## config.mk

```make
export PLATFORM = sky130hd
export DESIGN_NAME = counter_32bit
export DESIGN_NICKNAME = d
export VERILOG_FILES = /design/src/rtl/counter_32bit_pkg.sv /design/src/rtl/counter_32bit_slice8.sv /design/src/rtl/counter_32bit.sv
export SDC_FILE = /design/constraint.sdc
export NUM_CORES = 1
export LEC_CHECK = 0
export ABC_AREA = 1
export CAP_MARGIN = 20
export CELL_PAD_IN_SITES_DETAIL_PLACEMENT = 1
export CELL_PAD_IN_SITES_GLOBAL_PLACEMENT = 1
export CORE_MARGIN = 2
export CORE_UTILIZATION = 30
export CTS_CLUSTER_DIAMETER = 80
export DETAILED_ROUTE_END_ITERATION = 10
export PLACE_DENSITY_LB_ADDON = 0.2
export SYNTH_ARGS = -nofsm -noshare
export SYNTH_HDL_FRONTEND = slang
export SYNTH_SLANG_ARGS = --single-unit
```

## constraint.sdc

```tcl
create_clock -name clk -period 4.2 [get_ports clk]
set_input_delay 0.84 -clock clk [delete_from_list [all_inputs] [get_ports clk]]
set_output_delay 0.84 -clock clk [all_outputs]
set_load 0.01 [all_outputs]
```

## src/rtl/counter_32bit_pkg.sv

```systemverilog
// Shared constants for the 32-bit sliced cycle/event counter.
package counter_32bit_pkg;

    localparam int WIDTH   = 32;
    localparam int SLICE_W = 8;
    localparam int SLICES  = WIDTH / SLICE_W;

endpackage

```

## src/rtl/counter_32bit_slice8.sv

```systemverilog
// One 8-bit counter slice: registered value plus combinational carry-out.
module counter_slice8
    import counter_32bit_pkg::*;
(
    input  logic               clk,
    input  logic               reset,
    input  logic [SLICE_W-1:0] en_add,
    input  logic               cin,
    output logic [SLICE_W-1:0] q,
    output logic               cout
);

    logic [SLICE_W-1:0] q_q;
    logic [SLICE_W-1:0] q_d;
    logic [SLICE_W:0]   sum;

    always_comb begin
        sum = {1'b0, q_q}
            + {1'b0, en_add}
            + {{SLICE_W{1'b0}}, cin};
        q_d = reset ? '0 : sum[SLICE_W-1:0];
    end

    always_ff @(posedge clk) begin
        q_q <= q_d;
    end

    assign q    = q_q;
    assign cout = sum[SLICE_W];

endmodule

```

## src/rtl/counter_32bit.sv

```systemverilog
// Free-running 32-bit counter built from four rippled 8-bit slices;
// each edge adds 1, or para when addStart is high.
module counter_32bit
    import counter_32bit_pkg::*;
(
    input  logic             clk,
    input  logic             reset,
    output logic [WIDTH-1:0] count,
    input  logic             addStart,
    input  logic [7:0]       para
);

    logic [SLICE_W-1:0] op0;
    logic [SLICES:0]    carry;
    logic               wrap_unused;

    always_comb begin
        op0 = addStart ? para : 8'd1;
    end

    assign carry[0]    = 1'b0;
    assign wrap_unused = carry[SLICES];

    for (genvar k = 0; k < SLICES; k++) begin : gen_slice
        logic [SLICE_W-1:0] operand;
        logic [SLICE_W-1:0] q;

        // Only the low slice sees the operand; the rest take the carry.
        assign operand = (k == 0) ? op0 : '0;

        counter_slice8 u_slice (
            .clk    (clk),
            .reset  (reset),
            .en_add (operand),
            .cin    (carry[k]),
            .q      (q),
            .cout   (carry[k+1])
        );

        assign count[k*SLICE_W +: SLICE_W] = q;
    end

endmodule

```

==> Word level (Yosys, flattened, before mapping) <==
Index checks and enable logic that the tools add are counted.
{ "totals": {"reg_bits": 32, "in_bits": 11, "out_inout_bits": 32, "word_cells": 9} }
{ "op_classes": {"add_sub_neg": 4, "n_mux": 1} }
{ "ops": {"columns": ["cell", "n"], "rows": [
  ["8-bit by 1-bit adder with 9-bit output", 2],
  ["8-bit by 8-bit adder with 9-bit output", 1],
  ["8-bit by 1-bit adder with 8-bit output", 1],
  ["8-bit two-way mux", 1]
]} }

==> Depth between registers and ports, before layout <==
Gate-level depths: netlist of run 1.
{ "logic_depth": {"ltp_word": 5, "depth_mapped": 28, "mapped_depth_nobuf": 28} }

==> Modules after synthesis <==
From an unflattened synthesis of run 1, not the netlist that was laid out.
{ "unflattened": {"cells_unflattened": 342, "area_unflattened_um2": 2301.0} }
{ "by_module_without_submodules": {"columns": ["mod", "n_inst", "cells_per_inst", "area_each_um2", "seq_area_each_um2"], "rows": [
  ["counter_slice8", 4, 81, 558.0, 160.2],
  ["counter_32bit", 1, 18, 68.8, 0.0]
]} }

==> Worst setup path after synthesis of run 1 <==
Ideal clock, no wire load.
{ "synth_path": {"path_kind": "input -> register", "startpoint": "input port addStart", "endpoint": "register gen_slice[3].u_slice.q_q[6]", "setup_ns": 0.117, "arrival_time_ns": 4.062, "t_required_ns": 4.083, "path_slack_ns": 0.021, "path_stages": 27, "n_path_buf": 1, "path_cell_list": "clkbuf_1 nand2_1 ha_1 fa_1 nand2_1 nand2_1 nand3b_4 o211ai_1 ha_1 ha_1 nand2_1 nor2_1 nand2_1 nor2_1 ha_1 ha_1 nand2_1 nor3b_1 nand2_1 nor2_1 ha_1 ha_1 nand2_1 inv_1 nand3_1 o21ai_0 nor2_1"} }
{ "synth_between": {"elab_chain_len": 5} }
{ "synth_rtl": {"columns": ["item", "line_no", "rtl"], "rows": [
  ["start, declared", "counter_32bit.sv:9", "input logic addStart,"],
  ["8-bit two-way mux", "counter_32bit.sv:18", "op0 = addStart ? para : 8'd1;"],
  ["8-bit by 8-bit adder with 9-bit output", "counter_32bit_slice8.sv:19", "+ {1'b0, en_add}"],
  ["8-bit by 1-bit adder with 9-bit output (2 in a row)", "counter_32bit_slice8.sv:20", "+ {{SLICE_W{1'b0}}, cin};"],
  ["8-bit by 1-bit adder with 8-bit output", "counter_32bit_slice8.sv:20", null],
  ["end signal, assigned", "counter_32bit_slice8.sv:25", "q_q <= q_d;"],
  ["end, declared", "counter_32bit_slice8.sv:13", "logic [SLICE_W-1:0] q_q;"]
]} }
Every way passes these cells.
A chain may end at the register's enable or synchronous reset.

==> Worst setup path after layout of run 1 <==
{ "layout_path": {"startpoint": "input port addStart", "endpoint": "register gen_slice[2].u_slice.q_q[6]"} }
{ "layout_between": {"elab_chain_len": 4} }
{ "layout_rtl": {"columns": ["item", "line_no"], "rows": [
  ["8-bit two-way mux", "counter_32bit.sv:18"],
  ["8-bit by 8-bit adder with 9-bit output", "counter_32bit_slice8.sv:19"],
  ["8-bit by 1-bit adder with 9-bit output (2 in a row)", "counter_32bit_slice8.sv:20"],
  ["end signal, assigned", "counter_32bit_slice8.sv:25"],
  ["end, declared", "counter_32bit_slice8.sv:13"]
]} }
Every way passes these cells.

==> summary.md, run 1 <==
| Metric | Value |
|---|---|
| DIE HEIGHT | `77.2 um` |
| Global-route wire length before repair | `7.89 mm` |
| Slew margin rel. | `0.548` |
| Cell Area, Synth | `0.00161 sq mm` |
| Num CTS Buffers | `5` |
| Drt pass-1 iters | `4` |
| Gr ovfl total | `0` |
| Mux cell area share after synthesis | `0` |
| DP HPWL | `3.19 mm` |
| CTS clk-pin slew, worst paths | `0.07 ns` |
| WL final | `4.90 mm` |
| Clock Sinks | `32` |
| Via count | `1,690` |
| Critical path startpoint category | `input pin` |
| Synth Instances | `221` |
| Clock insertion delay at the later pin of the skew report | `0.28 ns` |
| Mean Syn Cell Area | `7.27 sq um` |
| Clk root buf | `clkbuf_8` |
| Antenna-violating nets left | `0` |
| Initial Utilization | `0.313` |
| Placed instance area | `0.00219 sq mm` |
| Largest net degree at the start of global routing | `18` |
| I/O Buffers | `42` |
| DRT iter0 DRCs | `70` |
| Post-place setup slack | `-0.839 ns` |
| #FFs+latches synth | `32` |
| Finished layout cell area | `0.00266 sq mm` |
| Max-slew violations | `0` |
| Vias in the first global route | `1,698` |
| Share of post-route cells with drive strength above 1 | `0.302` |
| Synth top area share | `0.399` |
| Most frequent cells in the layout | `nand2_1, buf_4, clkdlybuf4s50_1` |
| Area share of and/or/nand/nor cells after synthesis | `0.276` |
| Min Tclk post-route | `4.03 ns` |
| Worst Tran Pin Value | `0.676 ns` |
| Worst Slack Setup Final | `0.174 ns` |
| Synth Area in Adders | `0.121` |
| Synthesized Nets | `247` |
| # setup viols final | `0` |
| Setup TNS Final | `0 ns` |
| Final hold viol count | `0` |
| Post-CTS Hold Buffers | `0` |
| Clock Tree Buf Depth | `2` |
| Status | `completed` |
| GP Congestion | `0.812` |
| CP max stage delay | `0.34 ns` |
| DRC | `0` |
| Initial antenna violation count | `0` |
| Ys Warns | `0` |
| Max IR drop VDD | `253 uV` |
| Die area | `0.00596 sq mm` |
| Worst path arrival time | `4.20 ns` |
| Finished Core Util | `0.518` |
| Most frequent cell on the critical path | `buf_4` |
| Sequential element share of the synthesized area | `0.399` |
| Leading cell type in the layout, fill and taps excluded | `nand2_1` |
| H-tree depth | `2` |
| Synth Area in XOR/XNOR | `0.0109` |
| Leak | `1.21 nW` |
| Largest family of logic cells by synthesized area | `simple AND/OR/NAND/NOR gates` |
| Synth area leader | `dfxtp_1` |
| Compound-Gate Fraction of Synth Area | `0.0888` |
| Wire length per cell | `13.2 um` |
| Filler Cells Inserted | `669` |
| Final Cycle Share | `0.959` |
| CP Class | `input pin to register` |
| Core Box Area | `0.00514 sq mm` |
| Antenna cell count | `0` |
| Area Growth Syn to Fin | `65.7%` |
| Yosys cell types | `22` |
| Post-layout net count | `327` |
| CP required | `4.38 ns` |
| Slowest cell on crit path | `fa_2` |
| Top post-synthesis cells by area | `dfxtp_1, ha_1, nand2_1, inv_1, nor2_1` |
| Crit. End Element | `register` |
| GRT Overall Usage | `0.165` |
| Achievable Freq | `248 MHz` |
| Max FFs per register | `32` |
| IO Pins | `43` |
| Crit-path max FO | `8` |
| CTS tree | `yes` |
| Post-DR vias/cell | `4.56` |
| Max-cap violations | `0` |
| Worst clock skew | `0.00190 ns` |
| Die W | `77.2 um` |
| Hold Path Class | `register to register` |
| Pwr dens | `278 mW/mm^2` |
| Rows | `26` |
-- worst max-delay path: cells and delay by family --
family                     cells  cell delay (ns)
AOI/OAI and AO/OA              1             0.09
adders and majority gates      6             1.24
buffers and inverters         10             1.22
and+or+nand+nor               12             0.80
-- path summary, 6_finish.rpt --
kind,from,endpoint,slack [ns],cells after the start
worst max-delay path,addStart,gen_slice[2].u_slice.q[6],0.17,29
worst min-delay path,gen_slice[1].u_slice.q[7],gen_slice[1].u_slice.q[7],0.48,2
worst max register to register,gen_slice[0].u_slice.q[0],gen_slice[3].u_slice.q[6],0.60,25
worst min register to register,gen_slice[1].u_slice.q[7],gen_slice[1].u_slice.q[7],0.48,2
-- cells in the mapped netlist, drive strengths merged --
cell	instances
nand2	46
inv	37
nor2	36
dfxtp	32
a21oi	18
ha	14
nand3	12
o21ai	9
nor3	4
buf	2
clkbuf	2
nand4	2
xnor2	2
fa	1
nand3b	1
nor3b	1
o211ai	1
or2	1
-- final cells by class --
| type | instances | area [sq um] | area share |
|---|---|---|---|
| clock buffer | 6 | 72.6 | 0.0273 |
| sequential | 32 | 641 | 0.241 |
| inverter | 37 | 139 | 0.0522 |
| timing repair buffer | 77 | 693 | 0.260 |
| clock inverter | 1 | 5.00 | 0.00188 |
| tap | 70 | 87.6 | 0.0329 |
| multi-input combinational | 148 | 1020 | 0.385 |
-- power by group --
part           switching, mW  internal [mW]  total (mW)  leakage, nW
clock network          0.113          0.113       0.225       0.0410
logic                 0.0832          0.100       0.183        0.912
registers             0.0135          0.317       0.330        0.260
-- metal layers --
| metal | vias to the layer above | global-route usage | wire length, um |
|---|---|---|---|
| met3 | 4 | 0.0318 | 150 |
| met1 | 810 | 0.195 | 2140 |
| met2 | 27 | 0.297 | 2570 |
| met5 | - | 0 | 0 |
| met4 | 0 | 0.0571 | 43 |
| li1 | 849 | - | - |
-- repair_timing --
action | in CTS | in global routing
buffers inserted | 14 | 7
gates resized for setup | 29 | 41
endpoints found under the hold margin | 0 | 0
endpoints found under the setup margin | 8 | 8
pin swaps | 14 | 21
-- cells by family (layout without fill, tap and decap cells) --
kind of cell	count (synthesis)	in the layout
AO/OA/AOI/OAI	28	28
XOR/XNOR	2	2
adder cells (fa/ha/maj)	15	15
buffers and inverters	41	121
flip-flops	32	32
AND/OR/NAND/NOR	103	103
-- through the flow --
step | instances | hold slack [ns] | total power [mW]
floorplan | 221 | 0.495 | 0.409
detailed placement | 343 | 0.472 | 0.486
CTS | 364 | 0.481 | 0.725
finish | 371 | 0.480 | 0.739
global route | 371 | 0.532 | 0.784
global placement | 343 | 0.469 | 0.482
Power figures use the tool's default switching activity.
==> run 2, diff against run 1 <==
--- a/config.mk
+++ b/config.mk
@@ -6,7 +6,6 @@
 export NUM_CORES = 1
 export LEC_CHECK = 0
 export ABC_AREA = 1
-export CAP_MARGIN = 20
 export CELL_PAD_IN_SITES_DETAIL_PLACEMENT = 1
 export CELL_PAD_IN_SITES_GLOBAL_PLACEMENT = 1
 export CORE_MARGIN = 2
==> results of run 2 <==
Final layout, timing and power as in run 1 (identical DEF).
